`config.mk`:
```
export PLATFORM = sky130hd
export DESIGN_NAME = alu_issue_controller_flat
export DESIGN_NICKNAME = d
export VERILOG_FILES = /design/src/rtl/alu_issue_controller_pkg.sv /design/src/rtl/alu_issue_controller_if.sv /design/src/rtl/alu_issue_controller_decoder.sv /design/src/rtl/alu_issue_controller.sv /design/src/flat_wrapper.sv
export SDC_FILE = /design/constraint.sdc
export NUM_CORES = 1
export LEC_CHECK = 0
export BUFFER_PORTS_ARGS = -buffer_cell sky130_fd_sc_hd__buf_2
export CAP_MARGIN = 20
export CORE_ASPECT_RATIO = 0.6
export CORE_UTILIZATION = 42
export CTS_CLUSTER_SIZE = 25
export DETAILED_ROUTE_END_ITERATION = 12
export HOLD_SLACK_MARGIN = 0.05
export PLACE_DENSITY = 0.83
export SLEW_MARGIN = 0
export SYNTH_ARGS = -nofsm -noshare
export SYNTH_HDL_FRONTEND = slang
export SYNTH_SLANG_ARGS = --single-unit
```
`constraint.sdc`:
```
create_clock -name clk -period 1.6 [get_ports clk]
set_clock_uncertainty 0.1 [all_clocks]
set_input_delay 0.16 -clock clk [delete_from_list [all_inputs] [get_ports clk]]
set_output_delay 0.16 -clock clk [all_outputs]
set_load 0.01 [all_outputs]
```
`src/rtl/alu_issue_controller_pkg.sv`:
```
// Shared types and constants for the ALU issue controller.
// The optional SLT decode is enabled by defining ALU_SLT_EN.
package alu_pkg;

  typedef enum logic [2:0] {
    OP_AND  = 3'b000,
    OP_OR   = 3'b001,
    OP_ADD  = 3'b010,
    OP_SUB  = 3'b110,
    OP_SHL1 = 3'b100,
    OP_SHR1 = 3'b101
  } alu_op_e;

  localparam logic [1:0] ALUOP_ADD   = 2'b00;
  localparam logic [1:0] ALUOP_SUB   = 2'b01;
  localparam logic [1:0] ALUOP_RTYPE = 2'b10;
  localparam logic [1:0] ALUOP_ILL   = 2'b11;

  localparam logic [5:0] FUNCT_ADD = 6'b100000;
  localparam logic [5:0] FUNCT_SUB = 6'b100010;
  localparam logic [5:0] FUNCT_AND = 6'b100100;
  localparam logic [5:0] FUNCT_OR  = 6'b100101;
  localparam logic [5:0] FUNCT_SLL = 6'b000000;
  localparam logic [5:0] FUNCT_SRL = 6'b000010;
  localparam logic [5:0] FUNCT_SLT = 6'b101010;

  typedef enum logic [1:0] {
    ST_IDLE = 2'd0,
    ST_WAIT = 2'd1,
    ST_RESP = 2'd2
  } ctl_state_e;

  localparam int unsigned ALU_LATENCY_MAX = 15;
  localparam int unsigned CNT_W           = 4;

endpackage

```
`src/rtl/alu_issue_controller_if.sv`:
```
// Request/response handshake bundle between the control unit and the issue controller.
// slave = controller side, master = requester/consumer side.
interface alu_issue_controller_if;

  logic        req_valid;
  logic        req_ready;
  logic [1:0]  req_aluop;
  logic [5:0]  req_funct;
  logic [31:0] req_a;
  logic [31:0] req_b;

  logic        resp_valid;
  logic        resp_ready;
  logic [31:0] resp_result;
  logic        resp_zero;
  logic        resp_overflow;
  logic        resp_err;

  modport slave (
    input  req_valid, req_aluop, req_funct, req_a, req_b, resp_ready,
    output req_ready, resp_valid, resp_result, resp_zero, resp_overflow, resp_err
  );

  modport master (
    output req_valid, req_aluop, req_funct, req_a, req_b, resp_ready,
    input  req_ready, resp_valid, resp_result, resp_zero, resp_overflow, resp_err
  );

endinterface

```
`src/rtl/alu_issue_controller_decoder.sv`:
```
// Combinational (ALUOp, funct) -> ALU op code decoder.
// SLT (funct 101010) is only legal when ALU_SLT_EN is defined.
module alu_op_decoder
  import alu_pkg::*;
(
  input  logic [1:0] aluop_i,
  input  logic [5:0] funct_i,
  output alu_op_e    alu_op_o,
  output logic       is_slt_o,
  output logic       illegal_o
);

  always_comb begin
    alu_op_o  = OP_ADD;
    is_slt_o  = 1'b0;
    illegal_o = 1'b0;
    case (aluop_i)
      ALUOP_ADD: alu_op_o = OP_ADD;
      ALUOP_SUB: alu_op_o = OP_SUB;
      ALUOP_RTYPE: begin
        case (funct_i)
          FUNCT_ADD: alu_op_o = OP_ADD;
          FUNCT_SUB: alu_op_o = OP_SUB;
          FUNCT_AND: alu_op_o = OP_AND;
          FUNCT_OR:  alu_op_o = OP_OR;
          FUNCT_SLL: alu_op_o = OP_SHL1;
          FUNCT_SRL: alu_op_o = OP_SHR1;
`ifdef ALU_SLT_EN
          FUNCT_SLT: begin
            alu_op_o = OP_SUB;
            is_slt_o = 1'b1;
          end
`endif
          default:   illegal_o = 1'b1;
        endcase
      end
      default: illegal_o = 1'b1;
    endcase
  end

endmodule

```
`src/rtl/alu_issue_controller.sv`:
```
// Issues decoded requests to a fixed-latency ALU, holds its inputs, and returns the result.
// Optional SLT support is enabled by defining ALU_SLT_EN.
module alu_issue_controller
  import alu_pkg::*;
#(
  parameter int unsigned ALU_LATENCY = 2
) (
  input  logic                    clk,
  input  logic                    rst_n,
  alu_issue_controller_if.slave   bus,
  output logic [2:0]              alu_op,
  output logic [31:0]             alu_a,
  output logic [31:0]             alu_b,
  input  logic [31:0]             alu_result,
  input  logic                    alu_zero,
  input  logic                    alu_overflow
);

  localparam logic [CNT_W-1:0] LAT_CNT = CNT_W'(ALU_LATENCY);

  ctl_state_e       state_q, state_d;
  logic [CNT_W-1:0] cnt_q, cnt_d;
  alu_op_e          alu_op_q, alu_op_d;
  logic [31:0]      alu_a_q, alu_a_d;
  logic [31:0]      alu_b_q, alu_b_d;
  logic             slt_q, slt_d;
  logic             ill_q, ill_d;
  logic [31:0]      resp_result_q, resp_result_d;
  logic             resp_zero_q, resp_zero_d;
  logic             resp_ovf_q, resp_ovf_d;
  logic             resp_err_q, resp_err_d;

  alu_op_e dec_op;
  logic    dec_slt;
  logic    dec_illegal;
  logic    slt_lt;

  alu_op_decoder u_dec (
    .aluop_i   (bus.req_aluop),
    .funct_i   (bus.req_funct),
    .alu_op_o  (dec_op),
    .is_slt_o  (dec_slt),
    .illegal_o (dec_illegal)
  );

`ifdef ALU_SLT_EN
  // Signed less-than from the held operands and the SUB result sign.
  assign slt_lt = (alu_a_q[31] != alu_b_q[31]) ? alu_a_q[31] : alu_result[31];
`else
  assign slt_lt = 1'b0;
`endif

  always_ff @(posedge clk or negedge rst_n) begin
    if (!rst_n) begin
      state_q       <= ST_IDLE;
      cnt_q         <= '0;
      alu_op_q      <= OP_AND;
      alu_a_q       <= '0;
      alu_b_q       <= '0;
      slt_q         <= 1'b0;
      ill_q         <= 1'b0;
      resp_result_q <= '0;
      resp_zero_q   <= 1'b0;
      resp_ovf_q    <= 1'b0;
      resp_err_q    <= 1'b0;
    end else begin
      state_q       <= state_d;
      cnt_q         <= cnt_d;
      alu_op_q      <= alu_op_d;
      alu_a_q       <= alu_a_d;
      alu_b_q       <= alu_b_d;
      slt_q         <= slt_d;
      ill_q         <= ill_d;
      resp_result_q <= resp_result_d;
      resp_zero_q   <= resp_zero_d;
      resp_ovf_q    <= resp_ovf_d;
      resp_err_q    <= resp_err_d;
    end
  end

  always_comb begin
    state_d       = state_q;
    cnt_d         = cnt_q;
    alu_op_d      = alu_op_q;
    alu_a_d       = alu_a_q;
    alu_b_d       = alu_b_q;
    slt_d         = slt_q;
    ill_d         = ill_q;
    resp_result_d = resp_result_q;
    resp_zero_d   = resp_zero_q;
    resp_ovf_d    = resp_ovf_q;
    resp_err_d    = resp_err_q;

    case (state_q)
      ST_IDLE: begin
        if (bus.req_valid) begin
          cnt_d   = '0;
          state_d = ST_WAIT;
          ill_d   = dec_illegal;
          // Illegal requests leave the ALU inputs untouched.
          if (!dec_illegal) begin
            alu_op_d = dec_op;
            alu_a_d  = bus.req_a;
            alu_b_d  = bus.req_b;
            slt_d    = dec_slt;
          end
        end
      end

      ST_WAIT: begin
        if (ill_q) begin
          // One-cycle pass-through so an error response lands one edge after accept.
          resp_result_d = '0;
          resp_zero_d   = 1'b0;
          resp_ovf_d    = 1'b0;
          resp_err_d    = 1'b1;
          state_d       = ST_RESP;
        end else if (cnt_q == LAT_CNT) begin
          if (slt_q) begin
            resp_result_d = {31'b0, slt_lt};
            resp_zero_d   = ~slt_lt;
            resp_ovf_d    = 1'b0;
          end else begin
            resp_result_d = alu_result;
            resp_zero_d   = alu_zero;
            resp_ovf_d    = alu_overflow;
          end
          resp_err_d = 1'b0;
          state_d    = ST_RESP;
        end else begin
          cnt_d = cnt_q + 1'b1;
        end
      end

      ST_RESP: begin
        if (bus.resp_ready) begin
          state_d = ST_IDLE;
        end
      end

      default: state_d = ST_IDLE;
    endcase
  end

  assign bus.req_ready     = rst_n && (state_q == ST_IDLE);
  assign bus.resp_valid    = (state_q == ST_RESP);
  assign bus.resp_result   = resp_result_q;
  assign bus.resp_zero     = resp_zero_q;
  assign bus.resp_overflow = resp_ovf_q;
  assign bus.resp_err      = resp_err_q;

  assign alu_op = alu_op_q;
  assign alu_a  = alu_a_q;
  assign alu_b  = alu_b_q;

endmodule

```
`src/flat_wrapper.sv`:
```
// flat-port wrapper written by rule: the top's interface ports become plain ports
module alu_issue_controller_flat import alu_pkg::*;
#(
  parameter int unsigned ALU_LATENCY = 2
)
  (clk, rst_n, alu_op, alu_a, alu_b, alu_result, alu_zero, alu_overflow, bus_req_valid, bus_req_aluop, bus_req_funct, bus_req_a, bus_req_b, bus_resp_ready, bus_req_ready, bus_resp_valid, bus_resp_result, bus_resp_zero, bus_resp_overflow, bus_resp_err);
  alu_issue_controller_if bus_i ();
  input  logic clk;
  input  logic rst_n;
  output logic [2:0] alu_op;
  output logic [31:0] alu_a;
  output logic [31:0] alu_b;
  input  logic [31:0] alu_result;
  input  logic alu_zero;
  input  logic alu_overflow;
  input wire logic [$bits(bus_i.req_valid)-1:0] bus_req_valid;
  input wire logic [$bits(bus_i.req_aluop)-1:0] bus_req_aluop;
  input wire logic [$bits(bus_i.req_funct)-1:0] bus_req_funct;
  input wire logic [$bits(bus_i.req_a)-1:0] bus_req_a;
  input wire logic [$bits(bus_i.req_b)-1:0] bus_req_b;
  input wire logic [$bits(bus_i.resp_ready)-1:0] bus_resp_ready;
  output wire logic [$bits(bus_i.req_ready)-1:0] bus_req_ready;
  output wire logic [$bits(bus_i.resp_valid)-1:0] bus_resp_valid;
  output wire logic [$bits(bus_i.resp_result)-1:0] bus_resp_result;
  output wire logic [$bits(bus_i.resp_zero)-1:0] bus_resp_zero;
  output wire logic [$bits(bus_i.resp_overflow)-1:0] bus_resp_overflow;
  output wire logic [$bits(bus_i.resp_err)-1:0] bus_resp_err;
  assign bus_i.req_valid = bus_req_valid;
  assign bus_i.req_aluop = bus_req_aluop;
  assign bus_i.req_funct = bus_req_funct;
  assign bus_i.req_a = bus_req_a;
  assign bus_i.req_b = bus_req_b;
  assign bus_i.resp_ready = bus_resp_ready;
  assign bus_req_ready = bus_i.req_ready;
  assign bus_resp_valid = bus_i.resp_valid;
  assign bus_resp_result = bus_i.resp_result;
  assign bus_resp_zero = bus_i.resp_zero;
  assign bus_resp_overflow = bus_i.resp_overflow;
  assign bus_resp_err = bus_i.resp_err;
  alu_issue_controller #(.ALU_LATENCY(ALU_LATENCY)) u_core (.clk(clk), .rst_n(rst_n), .bus(bus_i), .alu_op(alu_op), .alu_a(alu_a), .alu_b(alu_b), .alu_result(alu_result), .alu_zero(alu_zero), .alu_overflow(alu_overflow));
endmodule
```
Word-level counts from Yosys, hierarchy flattened
Index checks and enable logic that the tools add are counted.

Latch bits: 0. Memories: 0. Bits in writable memories: 0. Memory bits (read-only): 0. Output and inout bits: 104. Input bits: 110. Logic and storage cells: 61. Register bits: 109.

Order comparisons: 0. Add/subtract/negate cells: 1. Div/mod/pow operators: 0. Eq/ne operators: 15. Multiply operators: 0. Muxes and demuxes: 21. Shift operators: 0. Bitwise logic cells: 1. Reduce and logical (&&, ||, !) cells: 13.

Operators by type and width (count): 2-to-1 mux 32 bit (2); equality test 6 bit, second input constant (4); case mux 3 bit (5 select lines) (1); 2-to-1 mux 4 bit (3); 2-to-1 mux 2 bit (4); inequality test 2 bit, second input constant (4); case mux 4 bit (2 select lines) (1); 2-to-1 mux 1 bit (7); equality test 6 x 2 -> 1 bit, second input constant (1); logical NOT 6 bit (1); case mux 2 bit (3 select lines) (1); case mux 3 bit (2 select lines) (1); AND reduction 3 bit (2); OR reduction 6 bit (1); adder 4 x 1 -> 4 bit, second input constant (1); equality test 2 x 1 -> 1 bit, second input constant (2); equality test 2 bit, second input constant (2); equality test 4 x 2 -> 1 bit, second input constant (1); logical NOT 2 bit (2); AND reduction 2 bit (2); AND reduction 4 bit (1); nonzero test 2 bit (2); inequality test 3 x 1 -> 1 bit, second input constant (1); case mux 1 bit (2 select lines) (1); other kinds (3) (3).

Logic depth before layout (Yosys ltp)
Depth in word-level cells: 6. Mapped depth: 8. Mapped depth without buffers: 6.

Modules after synthesis
From an unflattened synthesis, not the netlist that was laid out.

Cells, all modules: 358. Area, all modules: 4413.0 um2.

Modules (own cells, without submodules): alu_issue_controller (cells each 336, area an instance 4255.3 um2, sequential area each 2752.6 um2, times used 1); alu_op_decoder (cells each 22, area an instance 157.7 um2, sequential area each 0.0 um2, times used 1).

Worst setup path after synthesis
No wires, ideal clock.

Path type: register -> register. From: register u_core.state_q[1]. To: register u_core.alu_b_q[15], in the netlist u_core.alu_b[15]. Path buffers: 2. Library setup time: 0.125 ns. Required time: 1.375 ns. Slack: -0.132 ns. Arrival: 1.507 ns. Clock period less this slack: 1.732 ns. Stages on the path, launching flop included: 7. Cells stage by stage: dfrtp_1 > nor3b_2 > o311a_1 > o21ai_2 > buf_6 > buf_6 > mux2_4.

Word-level cells in the longest chain between the ends: 2.

Ends and longest elaborated chain: start: declaration (RTL line alu_issue_controller.sv:21) `ctl_state_e state_q, state_d;`; start signal: assignment (RTL line alu_issue_controller.sv:67) `state_q <= state_d;`; logical NOT 2 bit (RTL line alu_issue_controller.sv:94) `case (state_q)`; AND reduction 3 bit (no source line); end signal: assignment (RTL line alu_issue_controller.sv:71) `alu_b_q <= alu_b_d;`; end: declaration (RTL line alu_issue_controller.sv:25) `logic [31:0] alu_b_q, alu_b_d;`.

Every way passes these cells. A chain may end at the register's enable or synchronous reset.

Worst setup path after layout
From: register u_core.state_q[1]. To: register u_core.alu_b_q[16], in the netlist u_core.alu_b[16].

Same word-level chain as after synthesis.

==> results.yml <==
routing:
  detail-route-antenna-nets: 0
  viasPerCell: 5.00
  num_vias: 4109
  drc: 0
  drt-pass1-iter-count: 4
  drt_wl_total_mm: 15.3
  detailedRoute.firstIterationViolations: 214
  wl_per_cell_um: 18.6
timing:
  final.period_utilization: 1.12
  report.final.setup_viol: 104
  worst_pin_slew_ps: 585
  final-max-slew-violation-count: 0
  report.final.hold_viol_count: 0
  final_critical_path_setup_slack_ps: -188
  maxSlewHeadroom: 0.610
  grt_setup_unrepaired: "yes"
  hold_slack_ps: 167
  finalWorstPathRequiredPeriod_ps: 1790
  maxClockFrequency_mhz: 559
hold_path:
  min_delay_path_depth: 4
  min_path_type: "in -> reg"
status:
  run_status: "complete, but fails checks"
  failing_checks: "setup timing"
clocking:
  cts.sink_count: 109
  clkTransAtPathRegs_ps: 70
  cts_max_level: 3
  numCtsBuffers: 9
  cts_tree: "built"
  clock-root-buffer: "clkbuf_16"
  clock_latency_ps: 340
  clockBufferDepth: 2
yosys:
  synth_area_um2: 4490
  synth_top_cells_by_area: "dfrtp_1 61%, mux2_2 12%, mux2_4 6.3%"
  synth_cell_type_count: 32
  netlist.top_cell.by_area: "dfrtp_1"
  synth_sequential_area_ratio: 0.607
  synth_top_area_share: 0.607
  number_of_warnings_printed_during_yosys_synthesis: 0
  synth.ff_latch_count: 109
  syn-num-nets: 463
  syn_inst: 348
  syn_area_per_cell_um2: 12.9
critical_path:
  startpoint_type: "register"
  max_incr_delay_on_cp_ps: 420
  cp.arrival_ps: 1910
  r2r_end: "u_core.alu_b[16]$_DFFE_PN0P_"
  regToRegStartpoint: "u_core.state_q[1]$_DFFE_PN0P_"
  crit_slowest_cell: "dfrtp_1"
  crit_path_end_kind: "register"
  timing.critical_path.to: "u_core.alu_b[16]$_DFFE_PN0P_"
  reg2reg_slack_ps: -190
  cp_cell_sequence: "nor3b_4 > o311a_1 > o21ai_4 > buf_12 > mux2_4"
  crit_start: "u_core.state_q[1]$_DFFE_PN0P_"
  worst-endpoint-required_ps: 1720
  worst_reg2reg_path_length_in_cells: 5
  timing.critical_path.fanout_max: 39
  critPathKind: "reg -> reg"
die:
  initial_core_util: 0.444
  fp.dieW_um: 136
  io_pins: 214
  fp.dieH_um: 82.1
  fp-row-count: 28
  core-area_um2: 10100
  floorplan.die_area_um2: 11100
power_and_ir_drop:
  p_leak_nw: 3.89
  ir_drop_uv: 931
  power_per_cell_area_nw_per_um2: 1830
cells_and_area:
  top_library_cells_by_usage_in_the_layout_fill_and_taps_aside: "212 x buf_2, 109 x dfrtp_1, 100 x dlygate4sd3_1, 48 x mux2_2, 38 x nand2b_1"
  final_nets: 796
  finalCoreUtilization: 0.765
  layout.cells.most_common: "buf_2"
  post_route_cells_drive_above_1_share: 0.574
  syn2layout_area_growth_pct: 72.4
  fillers: 601
global_routing:
  antenna_found_initial: 1
  overflow: 0
  global_route.peak_usage_layer: "met2"
  use_met2: 0.439
  grt_pass1_wl_mm: 19.9
  maximum_number_of_pins_on_one_net_before_global_route_repair: 110
  grt_util_met3: 0.0549
  grt_pass1_vias: 4083
  gr-usage-met1: 0.268
  total_track_usage: 0.235
placement:
  final_weighted_congestion_of_routability_driven_global_placement: 0.790
  dp_hpwl_mm: 7.94
  numPortBuffers: 213
  pre_cts_ws_ps: -349
flow_run:
  max_cap_violations: 0
## kinds of logic after synthesis
kind of cell,count (synthesis),synth area share
muxes,68,0.186
xor gates and xnor gates,1,0.00195
and+or+nand+nor,92,0.106
adders and majority gates,5,0.0139
AOI/OAI and AO/OA,47,0.0574
DFF,109,0.607
buffers and inverters,26,0.0278
## cells in the mapped netlist
cell,count
nand2b_1,38
nor3b_2,1
dfrtp_1,109
mux2_2,48
and2_1,1
nand4b_1,1
nor4_1,1
ha_1,5
o21ai_1,2
nor3b_1,2
nor2b_1,1
mux2i_1,1
o21ai_2,1
nand3_1,2
buf_2,4
inv_1,8
xnor2_1,1
a22o_1,1
nand2_1,36
o22ai_1,1
mux2_4,19
nor3_1,2
o2111ai_1,1
nor2_1,6
buf_6,3
a21boi_0,1
clkbuf_1,11
o21ai_0,36
o21a_1,1
o311a_1,1
nand4_1,1
a21oi_1,2
## through the flow
| step | total power, mW | instance area (µm²) | std cells | setup TNS (ps) |
|---|---|---|---|---|
| after floorplan | 7.46 | 4510 | 348 | -5370 |
| after global placement | 9.36 | 5800 | 690 | -14840 |
| after CTS | 12.0 | 7090 | 805 | -10650 |
| final | 14.1 | 7750 | 821 | -13810 |
| after global routing | 14.9 | 7750 | 821 | -19490 |
| after detailed placement | 9.66 | 5800 | 690 | -19640 |
## per-layer routing
layer	up-vias	wire, µm	part of all wire
li1	1847	-	-
met1	2052	6000	0.39
met2	178	8140	0.53
met3	32	778	0.051
met4	0	333	0.022
met5	-	0	0
## sequential cells by signal (all words and copies together), names as in the netlist
name	cells
u_core.state_q	2
u_core.bus.resp_overflow	1
u_core.bus.resp_err	1
u_core.alu_op	3
u_core.ill_q	1
u_core.alu_b	32
u_core.cnt_q	4
u_core.bus.resp_result	32
u_core.bus.resp_zero	1
u_core.alu_a	32
## worst min-delay path by stage
stage                        from                                    end  slack, ps
floorplan                   rst_n            u_core.alu_a[0]$_DFFE_PN0P_       -240
global placement            rst_n  u_core.bus.resp_result[4]$_DFFE_PN0P_        190
detailed placement          rst_n           u_core.alu_op[1]$_DFFE_PN0P_        200
CTS                 bus_req_valid          u_core.state_q[0]$_DFFE_PN0P_        130
global route        bus_req_valid          u_core.state_q[0]$_DFFE_PN0P_        190
finish              bus_req_valid          u_core.state_q[0]$_DFFE_PN0P_        170
## report_power, final
part | total [mW] | leakage [nW] | internal, mW | switching, mW
combinational | 6.98 | 2.40 | 3.64 | 3.35
sequential | 5.05 | 1.36 | 4.09 | 0.956
clock | 2.12 | 0.136 | 1.11 | 1.01
## what timing repair did
item | in CTS | in global routing
endpoints found under the setup margin | 70 | 106
hold endpoints to repair | 208 | 0
cloned | 0 | 12
setup buffers | 0 | 3
hold buffers | 100 | 0
pin swaps | 1 | 41
resized for setup | 1 | 135
## area by class of cell
type	instances	area (µm²)	area share
Clock inverter	5	42.5	0.00549
Timing Repair Buffer	340	2530	0.326
Multi-Input combinational cell	213	2010	0.260
Sequential cell	109	2730	0.352
Clock buffer	10	239	0.0308
Antenna cell	1	2.50	0.000323
Inverter	8	30.0	0.00387
Tap cell	135	169	0.0218
## critical path, delay by kind of cell, from the launching register on
family,cells,cell delay (ps)
flops,1,420
simple gates,1,250
compound gates,2,350
buf+inv,1,200
mux,1,330
No activity file was read; power rests on OpenSTA's default activity.
